<file path="src/rtl/imm_encode_if.sv">
// imm_encode_if: request and packed-word handshake bundle
// for the immediate packer (master = loader, slave = packer).
interface imm_encode_if #(
  parameter int ADDR_W = 10
) ();
  logic              in_valid;
  logic              in_ready;
  logic [31:0]       imm_val;
  logic [2:0]        imm_src;
  logic [31:0]       base_instr;
  logic              out_valid;
  logic              out_ready;
  logic [31:0]       instr;
  logic [ADDR_W-1:0] out_addr;
  logic              range_err;
  logic              chk_err;

  modport master (
    output in_valid, imm_val, imm_src,
    output base_instr, out_ready,
    input  in_ready, out_valid, instr,
    input  out_addr, range_err, chk_err
  );

  modport slave (
    input  in_valid, imm_val, imm_src,
    input  base_instr, out_ready,
    output in_ready, out_valid, instr,
    output out_addr, range_err, chk_err
  );
endinterface

</file>
<file path="src/rtl/imm_encode.sv">
// imm_encode: scatters an immediate into an RV32 word, multicycle.
// Define IMM_ENCODE_SELFCHECK_EN to add the re-decode VERIFY state.
module imm_encode #(
  parameter int ADDR_W    = 10,
  parameter int ADDR_BASE = 0,
  parameter int STRIDE    = 4
) (
  input logic clk,
  input logic reset,
  imm_encode_if.slave bus
);
  localparam logic [2:0] F_I  = 3'b000;
  localparam logic [2:0] F_B  = 3'b001;
  localparam logic [2:0] F_S  = 3'b010;
  localparam logic [2:0] F_SH = 3'b011;
  localparam logic [2:0] F_U  = 3'b100;
  localparam logic [2:0] F_J  = 3'b101;

  typedef enum logic [2:0] {
    IDLE, CHECK, PACK, VERIFY, DONE
  } state_t;

  state_t            st;
  state_t            nxt;
  logic [31:0]       imm_q;
  logic [2:0]        src_q;
  logic [31:0]       base_q;
  logic [31:0]       instr_q;
  logic              rerr_q;
  logic [ADDR_W-1:0] addr_q;

  // True when v is a sign-extended n-bit quantity.
  function automatic logic fits(
    input logic [31:0] v,
    input int          n
  );
    logic [31:0] t;
    t = $signed(v) >>> (n - 1);
    return (t == '0) || (t == '1);
  endfunction

  function automatic logic range_bad(
    input logic [31:0] v,
    input logic [2:0]  f
  );
    logic bad;
    unique case (f)
      F_I, F_S: bad = !fits(v, 12);
      F_B:      bad = !fits(v, 13) || v[0];
      F_SH:     bad = (v[31:5] != '0);
      F_U:      bad = !fits(v, 20);
      F_J:      bad = !fits(v, 21) || v[0];
      default:  bad = 1'b1;
    endcase
    return bad;
  endfunction

  function automatic logic [31:0] pack(
    input logic [31:0] b,
    input logic [31:0] v,
    input logic [2:0]  f
  );
    logic [31:0] w;
    w = b;
    unique case (f)
      F_I: w[31:20] = v[11:0];
      F_S: begin
        w[31:25] = v[11:5];
        w[11:7]  = v[4:0];
      end
      F_B: begin
        w[31]    = v[12];
        w[30:25] = v[10:5];
        w[11:8]  = v[4:1];
        w[7]     = v[11];
      end
      F_SH: w[24:20] = v[4:0];
      F_U:  w[31:12] = v[19:0];
      F_J: begin
        w[31]    = v[20];
        w[30:21] = v[10:1];
        w[20]    = v[11];
        w[19:12] = v[19:12];
      end
      default: ;
    endcase
    return w;
  endfunction

`ifdef IMM_ENCODE_SELFCHECK_EN
  logic cerr_q;

  function automatic logic decode_bad(
    input logic [31:0] w,
    input logic [31:0] v,
    input logic [2:0]  f
  );
    logic bad;
    unique case (f)
      F_I: bad = {{20{w[31]}}, w[31:20]} != v;
      F_S: bad = {{20{w[31]}}, w[31:25], w[11:7]} != v;
      F_B: bad = {{19{w[31]}}, w[31], w[7],
                  w[30:25], w[11:8], 1'b0} != v;
      F_SH: bad = w[24:20] != v[4:0];
      F_U:  bad = w[31:12] != v[19:0];
      F_J: bad = {{11{w[31]}}, w[31], w[19:12],
                  w[20], w[30:21], 1'b0} != v;
      default: bad = 1'b0;
    endcase
    return bad;
  endfunction
`endif

  always_ff @(posedge clk or posedge reset) begin
    if (reset) st <= IDLE;
    else       st <= nxt;
  end

  always_comb begin
    nxt = st;
    unique case (st)
      IDLE:  if (bus.in_valid) nxt = CHECK;
      CHECK: nxt = PACK;
`ifdef IMM_ENCODE_SELFCHECK_EN
      PACK:   nxt = VERIFY;
      VERIFY: nxt = DONE;
`else
      PACK:  nxt = DONE;
`endif
      DONE:  if (bus.out_ready) nxt = IDLE;
      default: nxt = IDLE;
    endcase
  end

  always_comb begin
    bus.in_ready  = 1'b0;
    bus.out_valid = 1'b0;
    unique case (st)
      IDLE:    bus.in_ready  = 1'b1;
      DONE:    bus.out_valid = 1'b1;
      default: ;
    endcase
  end

  always_ff @(posedge clk or posedge reset) begin
    if (reset) begin
      imm_q   <= '0;
      src_q   <= '0;
      base_q  <= '0;
      instr_q <= '0;
      rerr_q  <= 1'b0;
      addr_q  <= ADDR_W'(ADDR_BASE);
    end else begin
      if (st == IDLE && bus.in_valid) begin
        imm_q  <= bus.imm_val;
        src_q  <= bus.imm_src;
        base_q <= bus.base_instr;
      end
      if (st == CHECK)
        rerr_q <= range_bad(imm_q, src_q);
      if (st == PACK)
        instr_q <= pack(base_q, imm_q, src_q);
      if (st == DONE && bus.out_ready)
        addr_q <= addr_q + ADDR_W'(STRIDE);
    end
  end

`ifdef IMM_ENCODE_SELFCHECK_EN
  always_ff @(posedge clk or posedge reset) begin
    if (reset)
      cerr_q <= 1'b0;
    else if (st == CHECK)
      cerr_q <= 1'b0;
    else if (st == VERIFY)
      cerr_q <= !rerr_q &&
                decode_bad(instr_q, imm_q, src_q);
  end
  assign bus.chk_err = cerr_q;
`else
  assign bus.chk_err = 1'b0;
`endif

  assign bus.instr     = instr_q;
  assign bus.range_err = rerr_q;
  assign bus.out_addr  = addr_q;
endmodule

</file>
<file path="src/flat_wrapper.sv">
// flat-port wrapper written by rule: the top's interface ports become plain ports
module imm_encode_flat 
#(
  parameter int ADDR_W    = 10,
  parameter int ADDR_BASE = 0,
  parameter int STRIDE    = 4
)
  (clk, reset, bus_in_valid, bus_imm_val, bus_imm_src, bus_base_instr, bus_out_ready, bus_in_ready, bus_out_valid, bus_instr, bus_out_addr, bus_range_err, bus_chk_err);
  imm_encode_if #(.ADDR_W(ADDR_W)) bus_i ();
  input logic clk;
  input logic reset;
  input wire logic [$bits(bus_i.in_valid)-1:0] bus_in_valid;
  input wire logic [$bits(bus_i.imm_val)-1:0] bus_imm_val;
  input wire logic [$bits(bus_i.imm_src)-1:0] bus_imm_src;
  input wire logic [$bits(bus_i.base_instr)-1:0] bus_base_instr;
  input wire logic [$bits(bus_i.out_ready)-1:0] bus_out_ready;
  output wire logic [$bits(bus_i.in_ready)-1:0] bus_in_ready;
  output wire logic [$bits(bus_i.out_valid)-1:0] bus_out_valid;
  output wire logic [$bits(bus_i.instr)-1:0] bus_instr;
  output wire logic [$bits(bus_i.out_addr)-1:0] bus_out_addr;
  output wire logic [$bits(bus_i.range_err)-1:0] bus_range_err;
  output wire logic [$bits(bus_i.chk_err)-1:0] bus_chk_err;
  assign bus_i.in_valid = bus_in_valid;
  assign bus_i.imm_val = bus_imm_val;
  assign bus_i.imm_src = bus_imm_src;
  assign bus_i.base_instr = bus_base_instr;
  assign bus_i.out_ready = bus_out_ready;
  assign bus_in_ready = bus_i.in_ready;
  assign bus_out_valid = bus_i.out_valid;
  assign bus_instr = bus_i.instr;
  assign bus_out_addr = bus_i.out_addr;
  assign bus_range_err = bus_i.range_err;
  assign bus_chk_err = bus_i.chk_err;
  imm_encode #(.ADDR_W(ADDR_W), .ADDR_BASE(ADDR_BASE), .STRIDE(STRIDE)) u_core (.clk(clk), .reset(reset), .bus(bus_i));
endmodule
</file>
<file path="config.mk">
export PLATFORM = sky130hd
export DESIGN_NAME = imm_encode_flat
export DESIGN_NICKNAME = d
export VERILOG_FILES = /design/src/rtl/imm_encode_if.sv /design/src/rtl/imm_encode.sv /design/src/flat_wrapper.sv
export SDC_FILE = /design/constraint.sdc
export NUM_CORES = 1
export LEC_CHECK = 0
export BUFFER_PORTS_ARGS = -buffer_cell sky130_fd_sc_hd__clkbuf_2
export CAP_MARGIN = 20
export CORE_MARGIN = 3
export CORE_UTILIZATION = 54
export DETAILED_ROUTE_END_ITERATION = 8
export GPL_TIMING_DRIVEN = 1
export PLACE_DENSITY_LB_ADDON = 0.15
export SYNTH_ARGS = -nofsm -noshare
export SYNTH_HDL_FRONTEND = slang
export SYNTH_SLANG_ARGS = --single-unit
</file>
<file path="constraint.sdc">
create_clock -name clk -period 5.25 [get_ports clk]
set_input_delay 1.05 -clock clk [delete_from_list [all_inputs] [get_ports clk]]
set_output_delay 1.05 -clock clk [all_outputs]
set_load 0.05 [all_outputs]
</file>
# Word level (Yosys, flattened, before mapping)
# Index checks and enable logic that the tools add are counted.
[classes]
addsub = 1
n_reduce_logical = 22
n_mux = 10
eq_ne = 14
[op_table]
columns = ["cell", "n"]
rows = [
  ["$eq 32x32->1 const B", 4],
  ["$logic_not 32->1", 4],
  ["$pmux 7 s4", 1],
  ["$reduce_bool 27->1", 1],
  ["$pmux 8 s2", 1],
  ["$pmux 5 s3", 1],
  ["$pmux 3 s4", 1],
  ["$add 10x3->10 const B", 1],
  ["$pmux 5 s2", 1],
  ["$eq 3x2->1 const B", 3],
  ["$eq 3x3->1 const B", 3],
  ["$eq 3x1->1 const B", 2],
  ["$logic_not 3->1", 2],
  ["$logic_or 1x1->1", 6],
  ["$mux 3", 2],
  ["$pmux 1 s5", 1],
  ["$logic_not 1->1", 4],
  ["$ne 2x2->1 const B", 2],
  ["$reduce_or 2->1", 2],
  ["$logic_and 1x1->1", 2],
  ["$mux 1", 2],
  ["$reduce_and 2->1", 1],
]
[word_totals]
inputBits = 71
wordCells = 54
output_inout_bits = 46
reg_bits = 113

# Logic depth before layout (Yosys ltp)
[depth]
word_depth = 5
mapped_depth = 7
ltp_nobuf = 5

# Worst setup path before layout
# Ideal clock, no wire load.
[synth_timing]
path_kind = "register to register"
from = "register u_core.st[0]"
to = "register u_core.imm_q[0]"
stages_incl_launch_ff = 7
path_slack_ns = 2.588
required_ns = 5.122
arrival_ns = 2.534
path_buffers = 3
setup_time_ns = 0.128
cell_sequence = "dfrtp_1 -> nor3_1 -> and2_1 -> buf_2 -> buf_4 -> buf_4 -> mux2_1"
[synth_via]
elab_chain_len = 2
[synth_lines]
columns = ["item", "line_no", "rtl"]
rows = [
  ["from (decl)", "imm_encode.sv:23", "state_t st;"],
  ["from (signal assigned)", "imm_encode.sv:116", "else st <= nxt;"],
  ["$logic_not 3->1", "imm_encode.sv:154", "if (st == IDLE && bus.in_valid) begin"],
  ["$logic_and 1x1->1", "imm_encode.sv:154", ""],
  ["to (signal assigned)", "imm_encode.sv:155", "imm_q <= bus.imm_val;"],
  ["to (decl)", "imm_encode.sv:25", "logic [31:0] imm_q;"],
]
# No other way between the ends.
# A chain may end at the register's enable or synchronous reset.

# Final worst setup path
[layout_timing]
from = "register u_core.st[0]"
to = "output port bus_in_ready"
[layout_via]
elab_chain_len = 2
[layout_lines]
columns = ["item", "line_no", "rtl"]
rows = [
  ["$logic_not 3->1", "imm_encode.sv:138", "unique case (st)"],
  ["$mux 1", "imm_encode.sv:138", ""],
  ["to (decl)", "flat_wrapper.sv:17", "output wire logic [$bits(bus_i.in_ready)-1:0] bus_in_ready;"],
]
# No other way between the ends.

==> flow_metrics.env <==
export IMPL_peakVddDrop_uv=364.3
export IMPL_setup_tns_final_ns=0
export IMPL_hpwlAfterDp_mm=7.178
export IMPL_slew_headroom=0.3206
export IMPL_run_status="finished, final reports clean"
export IMPL_r2r_start="u_core.src_q[1]"
export IMPL_io_pins=117
export IMPL_wl_mm=10.18
export IMPL_worst_setup_path_type="flop to primary output"
export IMPL_cp_max_fo=5
export IMPL_max_freq_mhz=407.9
export IMPL_drv_cap=0
export IMPL_post_route_min_period_ns=2.451
export IMPL_path_buf_inv=1
export IMPL_cp_arrival_ns=1.40
export IMPL_first_iter_violations=99
export IMPL_rsz0062_at_grt="false"
export IMPL_path_cells="nor3_1 > clkbuf_2"
export IMPL_pre_cts_slack_ns=2.785
export IMPL_ys_warnings_count=0
export IMPL_fin_nets=581
export IMPL_clockBufferDepth=2
export IMPL_port_buffers=113
export IMPL_cts_tree="built"
export IMPL_hp_start="u_core.bus.out_addr[9]"
export IMPL_layout_drive_gt1_share=0.3405
export IMPL_fin_skew_ns=0.01273
export IMPL_worst_pin_slew_ns=1.019
export IMPL_finalCritPeriodShare=0.4669
export IMPL_syn_to_final_growth_pct=15.74
export IMPL_layout_common_cells="clkbuf_2, dfrtp_1, mux2_1"
export IMPL_clk_pin_slew_ns=0.11
export IMPL_grt_pass1_wl_mm=16.76
export IMPL_placementRows=34
export IMPL_n_antenna_cell=0
export IMPL_layout_commonest_cell="clkbuf_2"
export IMPL_finalMaxSlewViolations=0
export IMPL_hold_buffers=0
export IMPL_grt_overflow_total=0
export IMPL_met1_usage=0.2823
export IMPL_vias_per_cell=5.596
export IMPL_cp_startpoint="u_core.st[0]"
export IMPL_cts_resized=0
export IMPL_start_util=0.5615
export IMPL_routedWlPerCell_um=16.37
export IMPL_ys_types=48
export IMPL_powerDensity_nw_per_um2=695.9
export IMPL_dieHeight_um=101.7
export IMPL_required_ns=4.20
export IMPL_startpoint_type="flop"
export IMPL_gr_max_usage_layer="met2"
export IMPL_setup_violations=0
export IMPL_postSynthAreaPerCell_um2=12.15
export IMPL_die_area_um2=10340
export IMPL_root_buffer="clkbuf_8"
export IMPL_path_delay_family="flip-flops"
export IMPL_endpoint_kind="primary output"
export IMPL_use_met3=0.04408
export IMPL_fin_area_um2=5723
export IMPL_syn_area_um2=4945
export IMPL_cp_slowest_cell="dfrtp_1"
export IMPL_p_leak_uw=0.002678
export IMPL_core_area_um2=8806
export IMPL_grt_max_degree=79
export IMPL_ant_nets=0
export IMPL_place_gp_congestion=0.7976
export IMPL_fin_ws_ns=2.799
export IMPL_synth_cells=407
export IMPL_cts_buffers=9
export IMPL_cts_setup_buffers=0
export IMPL_drt_first_pass_iters=4
export IMPL_antenna_found_initial=0
export IMPL_synth_seq_area_share=0.5617
export IMPL_min_path_type="flop to flop"
export IMPL_grt_pass1_vias=3374
export IMPL_ys_ff_latch=111
export IMPL_place_area_um2=5513
export IMPL_clk_latency_ns=0.36
export IMPL_final_hold_viol_count=0
export IMPL_critical_path_max_stage_delay_ns=0.43
export IMPL_die_x_um=101.7
export IMPL_grtUsageMet2=0.3295
export IMPL_drc=0
export IMPL_vias=3481
export IMPL_htreeDepth=3
export IMPL_track_usage=0.2045
export IMPL_cts_sinks=111
[metrics by stage]
stage,instances,total power [µW],util,hold slack [ns]
6_report,622,3982,0.6499,0.4840
5_1_grt,622,4262,0.6499,0.5204
4_1_cts,621,4004,0.6476,0.4872
3_5_place_dp,605,3517,0.6260,0.4688
3_3_place_gp,605,3452,0.6260,0.4595
2_1_floorplan,409,3096,-,0.4541
[worst paths after layout]
| kind | slack, ns | cells after the start | endpoint |
|---|---|---|---|
| max | 2.80 | 2 | bus_in_ready |
| min | 0.48 | 1 | u_core.bus.out_addr[9] |
| max reg2reg | 3.04 | 4 | u_core.bus.instr[21] |
| min reg2reg | 0.48 | 1 | u_core.bus.out_addr[9] |
| max in group asynchronous | 3.39 | 3 | u_core.bus.instr[22] |
| min in group asynchronous | 0.86 | 2 | u_core.bus.instr[2] |
[worst reg2reg max path: cells and delay by family (launching register included)]
family          cells  cell delay (ns)
compound gates      3             0.73
simple gates        1             0.60
flops               1             0.78
[state kept, by name (all words and copies together), names as in the netlist]
name and count:
u_core.bus.range_err 1, u_core.base_q 32, u_core.bus.out_addr 8, u_core.bus.instr 32, u_core.src_q 3, u_core.imm_q 32, u_core.st 3
[cell usage after synthesis (all sizes together)]
| master | count | area share |
|---|---|---|
| dfrtp | 111 | 0.56 |
| mux2 | 75 | 0.17 |
| nand2 | 36 | 0.027 |
| nor2 | 30 | 0.023 |
| o21ai | 25 | 0.025 |
| buf | 16 | 0.020 |
| mux2i | 13 | 0.026 |
| a21oi | 11 | 0.011 |
| clkbuf | 10 | 0.012 |
| o22ai | 8 | 0.010 |
| a221oi | 6 | 0.011 |
| nand4 | 6 | 0.0076 |
| nor3 | 6 | 0.0094 |
| o31ai | 6 | 0.0091 |
| a22oi | 5 | 0.0076 |
| nor4 | 5 | 0.0094 |
| xnor2 | 4 | 0.0071 |
| xor2 | 4 | 0.0071 |
| inv | 3 | 0.0023 |
| nand2b | 3 | 0.0038 |
| nand3 | 3 | 0.0030 |
| nor2b | 3 | 0.0053 |
| o221ai | 3 | 0.0053 |
| a211oi | 1 | 0.0015 |
| a31oi | 1 | 0.0013 |
| and2 | 1 | 0.0013 |
| and3 | 1 | 0.0013 |
| and4 | 1 | 0.0018 |
| and4b | 1 | 0.0020 |
| and4bb | 1 | 0.0025 |
| conb | 1 | 0.00076 |
| ha | 1 | 0.0025 |
| nor3b | 1 | 0.0015 |
| o2111ai | 1 | 0.0018 |
| o211ai | 1 | 0.0015 |
| o22a | 1 | 0.0018 |
| o32ai | 1 | 0.0018 |
| or4 | 1 | 0.0023 |
[metal layers]
metal	wire length, µm	vias up	part of all wire
met2	4795	93	0.47
met3	556	11	0.055
met1	4727	1710	0.46
met5	0	-	0
met4	104	0	0.010
li1	-	1667	-
[power by group]
group	switching (µW)	total, µW	internal, µW
sequential	406	1670	1270
clock	287	489	202
combinational	1130	1820	695
total	1820	3980	2160
[cells by family after synthesis]
logic type      share of synthesized area
other cells                     0.0007584
xor+xnor                          0.01417
flops                              0.5617
buf+inv                           0.03365
compound gates                    0.08882
simple gates                       0.1012
fa+ha+maj                        0.002530
mux                                0.1971
[final cells by class]
type / instances / area [µm²]
tap: 108 / 135.1
clock inverter: 5 / 38.79
sequential: 111 / 2778
clock buffer: 11 / 151.4
inverter: 3 / 13.76
fill: 721 / 3083
multi-input combinational: 269 / 2013
timing repair buffer: 115 / 593.1
Power figures use the tool's default switching activity.
